===== src/rtl/sprite_pkg.sv =====
// Shared constants and state encoding for the sprite draw engine.
package sprite_pkg;

  localparam int SCREEN_W_DEF = 160;
  localparam int SCREEN_H_DEF = 120;
  localparam int SPRITE_W_DEF = 8;
  localparam int SPRITE_H_DEF = 8;

  localparam int BG_AW  = 15;
  localparam int SPR_AW = 6;
  localparam int X_W    = 8;
  localparam int Y_W    = 7;
  localparam int COL_W  = 3;

  localparam logic [COL_W-1:0] TRANSPARENT = 3'b101;

  typedef enum logic [2:0] {
    IDLE     = 3'd0,
    BG_RUN   = 3'd1,
    BG_FLUSH = 3'd2,
    BG_DONE  = 3'd3,
    CH_RUN   = 3'd4,
    CH_FLUSH = 3'd5,
    CH_DONE  = 3'd6
  } state_t;

endpackage


===== src/rtl/tile_scan_counter.sv =====
// Raster scan of one tile: i walks across a row, j steps down on each row wrap.
module tile_scan_counter #(
  parameter int SPRITE_W = 8,
  parameter int SPRITE_H = 8,
  parameter int I_W = $clog2(SPRITE_W),
  parameter int J_W = $clog2(SPRITE_H)
) (
  input  logic           clock,
  input  logic           reset,
  input  logic           enable,
  output logic [I_W-1:0] i,
  output logic [J_W-1:0] j,
  output logic           last
);

  logic i_wrap;
  logic j_wrap;

  assign i_wrap = (i == I_W'(SPRITE_W - 1));
  assign j_wrap = (j == J_W'(SPRITE_H - 1));
  assign last   = i_wrap && j_wrap;

  // Wrapping after the last pixel leaves the counters at 0 for the next frame.
  always_ff @(posedge clock) begin
    if (reset) begin
      i <= '0;
      j <= '0;
    end else if (enable) begin
      if (i_wrap) begin
        i <= '0;
        j <= j_wrap ? '0 : j + J_W'(1);
      end else begin
        i <= i + I_W'(1);
      end
    end
  end

endmodule


===== src/rtl/sprite_draw_engine.sv =====
// Streams one background or sprite tile to the VGA adapter per request.
// Build option: define SPRITE_TRANSPARENCY_EN to skip TRANSPARENT sprite pixels.
module sprite_draw_engine
  import sprite_pkg::*;
#(
  parameter int SCREEN_W = SCREEN_W_DEF,
  parameter int SCREEN_H = SCREEN_H_DEF,
  parameter int SPRITE_W = SPRITE_W_DEF,
  parameter int SPRITE_H = SPRITE_H_DEF
) (
  input  logic              clock,
  input  logic              reset,
  input  logic              drawBG,
  input  logic              drawChar,
  input  logic [X_W-1:0]    xIn,
  input  logic [Y_W-1:0]    yIn,
  output logic              doneBG,
  output logic              doneChar,
  output logic              busy,
  output logic [BG_AW-1:0]  bg_addr,
  input  logic [COL_W-1:0]  bg_data,
  output logic [SPR_AW-1:0] spr_addr,
  input  logic [COL_W-1:0]  spr_data,
  output logic [X_W-1:0]    vga_x,
  output logic [Y_W-1:0]    vga_y,
  output logic [COL_W-1:0]  vga_colour,
  output logic              vga_plot
);

  localparam int I_W = $clog2(SPRITE_W);
  localparam int J_W = $clog2(SPRITE_H);

  state_t         state;
  logic           pending;
  logic           flush_cnt;
  logic [X_W-1:0] x_lat;
  logic [Y_W-1:0] y_lat;

  logic [I_W-1:0] i;
  logic [J_W-1:0] j;
  logic           last;
  logic           running;
  logic           char_run;
  logic [X_W:0]   px;
  logic [Y_W:0]   py;
  logic           in_bounds;

  logic           s1_valid;
  logic           s1_char;
  logic           s1_inb;
  logic [X_W-1:0] s1_x;
  logic [Y_W-1:0] s1_y;
  logic           plot_ok;

  assign running  = (state == BG_RUN) || (state == CH_RUN);
  assign char_run = (state == CH_RUN);

  tile_scan_counter #(
    .SPRITE_W(SPRITE_W),
    .SPRITE_H(SPRITE_H)
  ) u_scan (
    .clock (clock),
    .reset (reset),
    .enable(running),
    .i     (i),
    .j     (j),
    .last  (last)
  );

  // One extra bit on each sum so a tile hanging off the edge is clipped, never wrapped.
  assign px        = {1'b0, x_lat} + (X_W + 1)'(i);
  assign py        = {1'b0, y_lat} + (Y_W + 1)'(j);
  assign in_bounds = (px < (X_W + 1)'(SCREEN_W)) && (py < (Y_W + 1)'(SCREEN_H));

  assign bg_addr  = (running && !char_run && in_bounds)
                  ? BG_AW'(py) * BG_AW'(SCREEN_W) + BG_AW'(px) : '0;
  assign spr_addr = char_run ? SPR_AW'(j) * SPR_AW'(SPRITE_W) + SPR_AW'(i) : '0;

`ifdef SPRITE_TRANSPARENCY_EN
  assign plot_ok = s1_valid && s1_inb && !(s1_char && (spr_data == TRANSPARENT));
`else
  assign plot_ok = s1_valid && s1_inb;
`endif

  // Control: a pending sprite draw relaunches from IDLE so it times exactly like a fresh request.
  always_ff @(posedge clock) begin
    if (reset) begin
      state     <= IDLE;
      pending   <= 1'b0;
      flush_cnt <= 1'b0;
      busy      <= 1'b0;
      doneBG    <= 1'b0;
      doneChar  <= 1'b0;
      x_lat     <= '0;
      y_lat     <= '0;
    end else begin
      doneBG   <= 1'b0;
      doneChar <= 1'b0;
      case (state)
        IDLE: begin
          if (pending) begin
            pending <= 1'b0;
            busy    <= 1'b1;
            state   <= CH_RUN;
          end else if (drawBG) begin
            x_lat   <= xIn;
            y_lat   <= yIn;
            pending <= drawChar;
            busy    <= 1'b1;
            state   <= BG_RUN;
          end else if (drawChar) begin
            x_lat <= xIn;
            y_lat <= yIn;
            busy  <= 1'b1;
            state <= CH_RUN;
          end
        end
        BG_RUN: begin
          if (last) begin
            flush_cnt <= 1'b0;
            state     <= BG_FLUSH;
          end
        end
        BG_FLUSH: begin
          flush_cnt <= 1'b1;
          if (flush_cnt) begin
            doneBG <= 1'b1;
            state  <= BG_DONE;
          end
        end
        BG_DONE: begin
          busy  <= pending;
          state <= IDLE;
        end
        CH_RUN: begin
          if (last) begin
            flush_cnt <= 1'b0;
            state     <= CH_FLUSH;
          end
        end
        CH_FLUSH: begin
          flush_cnt <= 1'b1;
          if (flush_cnt) begin
            doneChar <= 1'b1;
            state    <= CH_DONE;
          end
        end
        CH_DONE: begin
          busy  <= 1'b0;
          state <= IDLE;
        end
        default: state <= IDLE;
      endcase
    end
  end

  // Two-stage pixel pipeline: coordinates travel alongside the one-cycle ROM read.
  always_ff @(posedge clock) begin
    if (reset) begin
      s1_valid   <= 1'b0;
      s1_char    <= 1'b0;
      s1_inb     <= 1'b0;
      s1_x       <= '0;
      s1_y       <= '0;
      vga_plot   <= 1'b0;
      vga_x      <= '0;
      vga_y      <= '0;
      vga_colour <= '0;
    end else begin
      s1_valid <= running;
      s1_char  <= char_run;
      s1_inb   <= in_bounds;
      s1_x     <= px[X_W-1:0];
      s1_y     <= py[Y_W-1:0];
      vga_plot <= plot_ok;
      if (s1_valid) begin
        vga_x <= s1_x;
        vga_y <= s1_y;
      end
      if (plot_ok) begin
        vga_colour <= s1_char ? spr_data : bg_data;
      end
    end
  end

endmodule


===== config.mk =====
export PLATFORM = sky130hd
export DESIGN_NAME = sprite_draw_engine
export DESIGN_NICKNAME = d
export VERILOG_FILES = /design/src/rtl/sprite_pkg.sv /design/src/rtl/tile_scan_counter.sv /design/src/rtl/sprite_draw_engine.sv
export SDC_FILE = /design/constraint.sdc
export NUM_CORES = 1
export LEC_CHECK = 0
export ABC_AREA = 1
export CAP_MARGIN = 20
export CORE_MARGIN = 2
export CORE_UTILIZATION = 47
export DETAILED_ROUTE_END_ITERATION = 8
export HOLD_SLACK_MARGIN = 0.03
export PLACE_DENSITY_LB_ADDON = 0.05
export SKIP_CTS_REPAIR_TIMING = 1
export SYNTH_ARGS = -nofsm -noshare
export SYNTH_HDL_FRONTEND = slang
export SYNTH_SLANG_ARGS = --single-unit
export TNS_END_PERCENT = 10

===== constraint.sdc =====
create_clock -name clock -period 3.8 [get_ports clock]
set_clock_uncertainty 0.2 [all_clocks]
set_input_delay 0.57 -clock clock [delete_from_list [all_inputs] [get_ports clock]]
set_output_delay 0.57 -clock clock [all_outputs]
set_load 0.02 [all_outputs]

* Word level (Yosys, flattened, before mapping)
Cells that the tools add are included.
** Word-level totals
- Flip-flop bits (word level) :: 66
- Latch bits :: 0
- RAM bits :: 0
- ROM bits :: 0
- Input bits :: 25
- Output and inout bits :: 43
- Word-level logic and storage cells :: 91
- Memories kept :: 0
** Operators by class
- Add/sub/neg operators :: 6
- Multiply operators :: 1
- Divide/modulo/power cells :: 0
- Order comparisons :: 2
- Equality and inequality tests :: 14
- Shifts and indexed selects :: 0
- Muxes and demuxes :: 26
- Bitwise gates (word level) :: 3
- Reduce and logical (&&, ||, !) cells :: 20
** Operators by type and width (count)
- 2-to-1 mux 3 bit :: 10
- 2-to-1 mux 8 bit :: 2
- adder 15 x 9 -> 15 bit :: 1
- == test 3 bit, second input constant :: 5
- 2-to-1 mux 15 bit :: 1
- one-hot mux 3 bit (5 select lines) :: 1
- 2-to-1 mux 7 bit :: 2
- multiplier 8 x 3 -> 10 bit, second input constant :: 1
- adder 8 x 3 -> 9 bit :: 1
- < comparator 9 x 8 -> 1 bit, second input constant :: 1
- adder 7 x 3 -> 8 bit :: 1
- < comparator 8 x 7 -> 1 bit, second input constant :: 1
- inequality test 2 bit, second input constant :: 4
- OR reduction 2 bit :: 4
- 2-to-1 mux 1 bit :: 7
- adder 3 x 1 -> 3 bit, second input constant :: 2
- adder 6 x 3 -> 6 bit :: 1
- == test 3 x 2 -> 1 bit, second input constant :: 2
- 2-to-1 mux 6 bit :: 1
- AND reduction 2 bit :: 3
- logical AND 1 bit :: 5
- AND reduction 5 bit :: 1
- inequality test 4 bit, second input constant :: 1
- nonzero test 2 bit :: 2
- 10 further kinds :: 12

* Longest topological paths before layout
- Depth in word-level cells :: 5
- Mapped depth :: 20
- Depth with buffers taken out :: 20

* Cells and area by module
From an unflattened synthesis, not the netlist that was laid out.
** Unflattened totals
- Cells, all modules :: 507
- Area, all modules :: 3598.5 um^2
** By module, submodules not included
- sprite_draw_engine :: times used 1, cells each 463, area each 3283.1 um^2, sequential area each 1201.2 um^2
- tile_scan_counter :: times used 1, cells each 44, area each 315.3 um^2, sequential area each 120.1 um^2

* Worst setup path after synthesis
Ideal clock, no wire load.
- Path type :: flip-flop to output port
- From :: register u_scan.j[2]
- To :: output port bg_addr[12]
- Arrival time :: 3.134 ns
- Data required time :: 3.030 ns
- Setup slack :: -0.104 ns
- Stages on the path, launching flop included :: 18
- Path buffers :: 0
- Path through :: dfxtp_1 ha_1 a21oi_1 nand2_1 nand2_1 nand2_1 inv_1 ha_1 ha_1 fa_1 nand2_1 inv_1 nand4_1 nand2_1 nand2_1 nor2_1 nor2_1 nor3_1
** Between the ends
- Longest elaborated chain between the ends :: 5
- Elaborated cells on any way between the ends :: 7
- Classes of those cells :: 2 x add/sub; 1 x mul; 1 x order compare; 1 x mux; 2 x reduce/logical
** RTL lines
- start, declared :: RTL line tile_scan_counter.sv:12 : output logic [J_W-1:0] j,
- start signal, assigned :: RTL line tile_scan_counter.sv:31 : j <= j_wrap ? '0 : j + J_W'(1);
- adder 7 x 3 -> 8 bit * :: RTL line sprite_draw_engine.sv:72 : assign py = {1'b0, y_lat} + (Y_W + 1)'(j);
- via py[3] :: RTL line sprite_draw_engine.sv:45 : logic [Y_W:0] py;
- branches (longest 3 deep; another with adder 15 x 9 -> 15 bit)
- 2-to-1 mux 15 bit * :: RTL line sprite_draw_engine.sv:76 : ? BG_AW'(py) * BG_AW'(SCREEN_W) + BG_AW'(px) : '0;
- end, declared :: RTL line sprite_draw_engine.sv:20 : output logic [BG_AW-1:0] bg_addr,
Mark *: on every way through the listed nets, which the timed path passes.

* Worst setup path after layout
- From :: register u_scan.j[0]
- To :: output port bg_addr[14]
** Between the ends
- Longest elaborated chain between the ends :: 5
- Elaborated cells on any way between the ends :: 7
- Classes of those cells :: 2 x add/sub; 1 x mul; 1 x order compare; 1 x mux; 2 x reduce/logical
** RTL lines (RTL line)
- adder 7 x 3 -> 8 bit * :: sprite_draw_engine.sv:72
- branches (longest 3 deep; another with adder 15 x 9 -> 15 bit)
- 2-to-1 mux 15 bit * :: sprite_draw_engine.sv:76
Every way passes the cells marked *.

==> results_dict.tcl <==
set metrics [dict create \
    mostFrequentLayoutCells "90 x nor2_1, 67 x nand2_1, 62 x dfxtp_1, 55 x buf_4, 54 x inv_1" \
    synth_edf_count 0 \
    h-tree-depth 3 \
    status "complete, but fails checks" \
    fin_cells 706 \
    finalMaxSlewViolations 0 \
    critical_path_class "reg2out" \
    area_growth_syn_to_layout_pct 44.47 \
    ys_types 35 \
    vias_per_cell 4.851 \
    yosys-top-cells-area "dfxtp_1 37%, nor2_1 10%, nand2_1 8.1%" \
    syn-num-nets 536 \
    clk_pin_slew_ns 0.08 \
    grt.overflow.total 0 \
    p_sw_frac 0.4307 \
    vias 3425 \
    period_share 1.115 \
    hold_viol 0 \
    antenna_found_initial 0 \
    synth_top_area_share 0.3718 \
    grt_pass1_wl_um 14130 \
    violations "negative setup slack" \
    slew_headroom 0.6809 \
    ys_seq_area_frac 0.3718 \
    clkLatencyLatePin_ns 0.34 \
    port_buffers 67 \
    gp_congestion 0.8196 \
    hold_path_class "reg2reg" \
    async_flop_share 0 \
    wirelength_um 8850 \
    fmax_mhz 236.0 \
    p_leak_nw 2.497 \
    die-area_um2 8272 \
    path_max_fanout 3 \
    cts-buffers-inserted 9 \
    cp-end-kind "output pin" \
    synth.largest_area_cell "dfxtp_1" \
    setup_viol 6 \
    post-route-min-period_ns 4.237 \
    yosysWarnings 0 \
    grt_pass1_vias 3284 \
    initial_core_util 0.4873 \
    dr.pass1.iters 4 \
    track_usage 0.2078 \
    clock-sinks 66 \
    io_pins 68 \
    syn_inst 484 \
    drive_gt1_frac 0.2685 \
    critPathRequiredTime_ns 3.03 \
    clock_tree.root_cell "clkbuf_8" \
    startpoint_type "register" \
    dp_cells 686 \
    drcViolationCount 0 \
    ant_nets 0 \
    syn_avg_cell_area_um2 7.342 \
    die_h_um 90.95 \
    wl_per_cell_um 12.54 \
    p_clk_frac 0.157 \
    core_area_um2 7292 \
    maxCapViolCount 0 \
    nNetsFinal 654 \
    die_w_um 90.95 \
    row_count 31 \
    final_util 0.7040 \
    synth_seq_cells 66 \
    power_frac_seq 0.279 \
    peakVddDrop_uv 354.2 \
    insertedDiodeCount 0 \
    comb_power_share 0.564 \
    crit_arrival_ns 3.47 \
    clock_path_buffers 2 \
    p_int_w 0.002159 \
    worst_pin_slew_ns 0.4781 \
    layout_commonest_cell "nor2_1" \
    powerDensity_nw_per_um2 738.7 \
    drt_iter0_markers 108 \
    grt_setup_unrepaired "yes" \
    syn_area_um2 3553 \
    grt_max_degree 27 \
    synth_ff_type "dfxtp_1" \
    switching_power_w 0.001633 \
    dp_hpwl_um 6453 \
    setup_ws_ns -0.4375 \
    cts_tree "yes" \
    place_ws_ns -0.6914 \
]
per-layer routing:
| layer | vias to the layer above | track usage | part of all wire |
|---|---|---|---|
| met5 | - | 0 | 0 |
| met4 | 0 | 0.07071 | 0.019 |
| met3 | 16 | 0.04481 | 0.040 |
| met2 | 76 | 0.3556 | 0.49 |
| met1 | 1554 | 0.2588 | 0.45 |
| li1 | 1779 | - | - |
power by group through the flow:
stage	sequential [W]	clock (W)	combinational [W]
floorplan	0.00112	0	0.00116
global route	0.00109	0.000640	0.00234
global placement	0.00106	0	0.00185
detailed placement	0.00107	0	0.00189
CTS	0.00105	0.000606	0.00191
finish	0.00106	0.000594	0.00214
worst max-delay path, stage by stage (launching register included):
cell and delay [ns]:
dfxtp_2 0.34, ha_4 0.17, fa_2 0.44, nand3_2 0.11
nand2_2 0.08, nand2_2 0.08, nand2_2 0.08, nor2_4 0.12
nor2_2 0.06, fa_1 0.55, nand2_1 0.07, inv_2 0.06
nand4_1 0.06, nand2_1 0.11, nand2_2 0.09, nor3_2 0.21
nand3_1 0.12, nand2_1 0.08, nand2_1 0.05, nor2_1 0.10
buf_4 0.14
sequential cells by signal, summed over array words and instances, names as in the netlist:
name and count:
busy 1, doneBG 1, doneChar 1, flush_cnt 1, pending 1, s1_char 1
s1_inb 1, s1_valid 1, s1_x 8, s1_y 7, state 3, u_scan.i 3
u_scan.j 3, vga_colour 3, vga_plot 1, vga_x 8, vga_y 7, x_lat 8
y_lat 7
synthesized netlist by cell type (2+ instances only):
cell type  instances
xnor2_1            3
nand2_1           77
buf_6              3
inv_2              7
nor2_1            95
inv_1             57
a21oi_1           28
clkbuf_1           7
o211ai_1           4
xor2_1             6
o21ai_0           31
nor2_2            12
nand2_2            6
fa_1               4
dfxtp_1           66
o21ai_2            2
nand3b_1           2
nor2_4             2
o21ai_1            6
ha_1              23
nand4_1            2
nand3_2            5
nand3_1           24
logic make-up (layout without fill, tap and decap cells):
family | after synthesis | count (layout) | share of synthesized area
simple gates | 230 | 230 | 0.2926
compound gates | 76 | 76 | 0.1197
buf+inv | 75 | 198 | 0.08557
flops | 66 | 66 | 0.3718
fa+ha+maj | 27 | 27 | 0.1035
xor+xnor | 10 | 10 | 0.02676
path summary, 6_finish.rpt:
| check | end | slack [ns] | cells past startpoint | startpoint |
|---|---|---|---|---|
| min reg2reg | vga_y[0] | 0.25 | 2 | s1_y[0] |
| max | bg_addr[14] | -0.44 | 20 | u_scan.j[0] |
| min | vga_y[0] | 0.25 | 2 | s1_y[0] |
| max reg2reg | s1_inb | 1.58 | 12 | u_scan.j[0] |
metrics by stage:
stage | TNS [ns] | total power, W | hold WS, ns | area (um2)
floorplan | -0.1850 | 0.002278 | 0.2255 | 3553
global placement | -2.456 | 0.002908 | 0.2371 | 4637
detailed placement | -3.327 | 0.002958 | 0.2392 | 4637
CTS | -7.011 | 0.003564 | 0.2539 | 4837
global route | -2.524 | 0.004075 | 0.2851 | 5134
finish | -1.235 | 0.003792 | 0.2513 | 5134
cell type report:
cell class	count	area, um2
multi-input cells	343	2198
clock inverters	7	76.32
flip-flops and latches	66	1326
repair buffers	118	1045
inverters	64	240.2
well taps	99	123.9
clock buffers	9	123.9
fillers	631	2158
No activity file was read; power rests on OpenSTA's default activity.
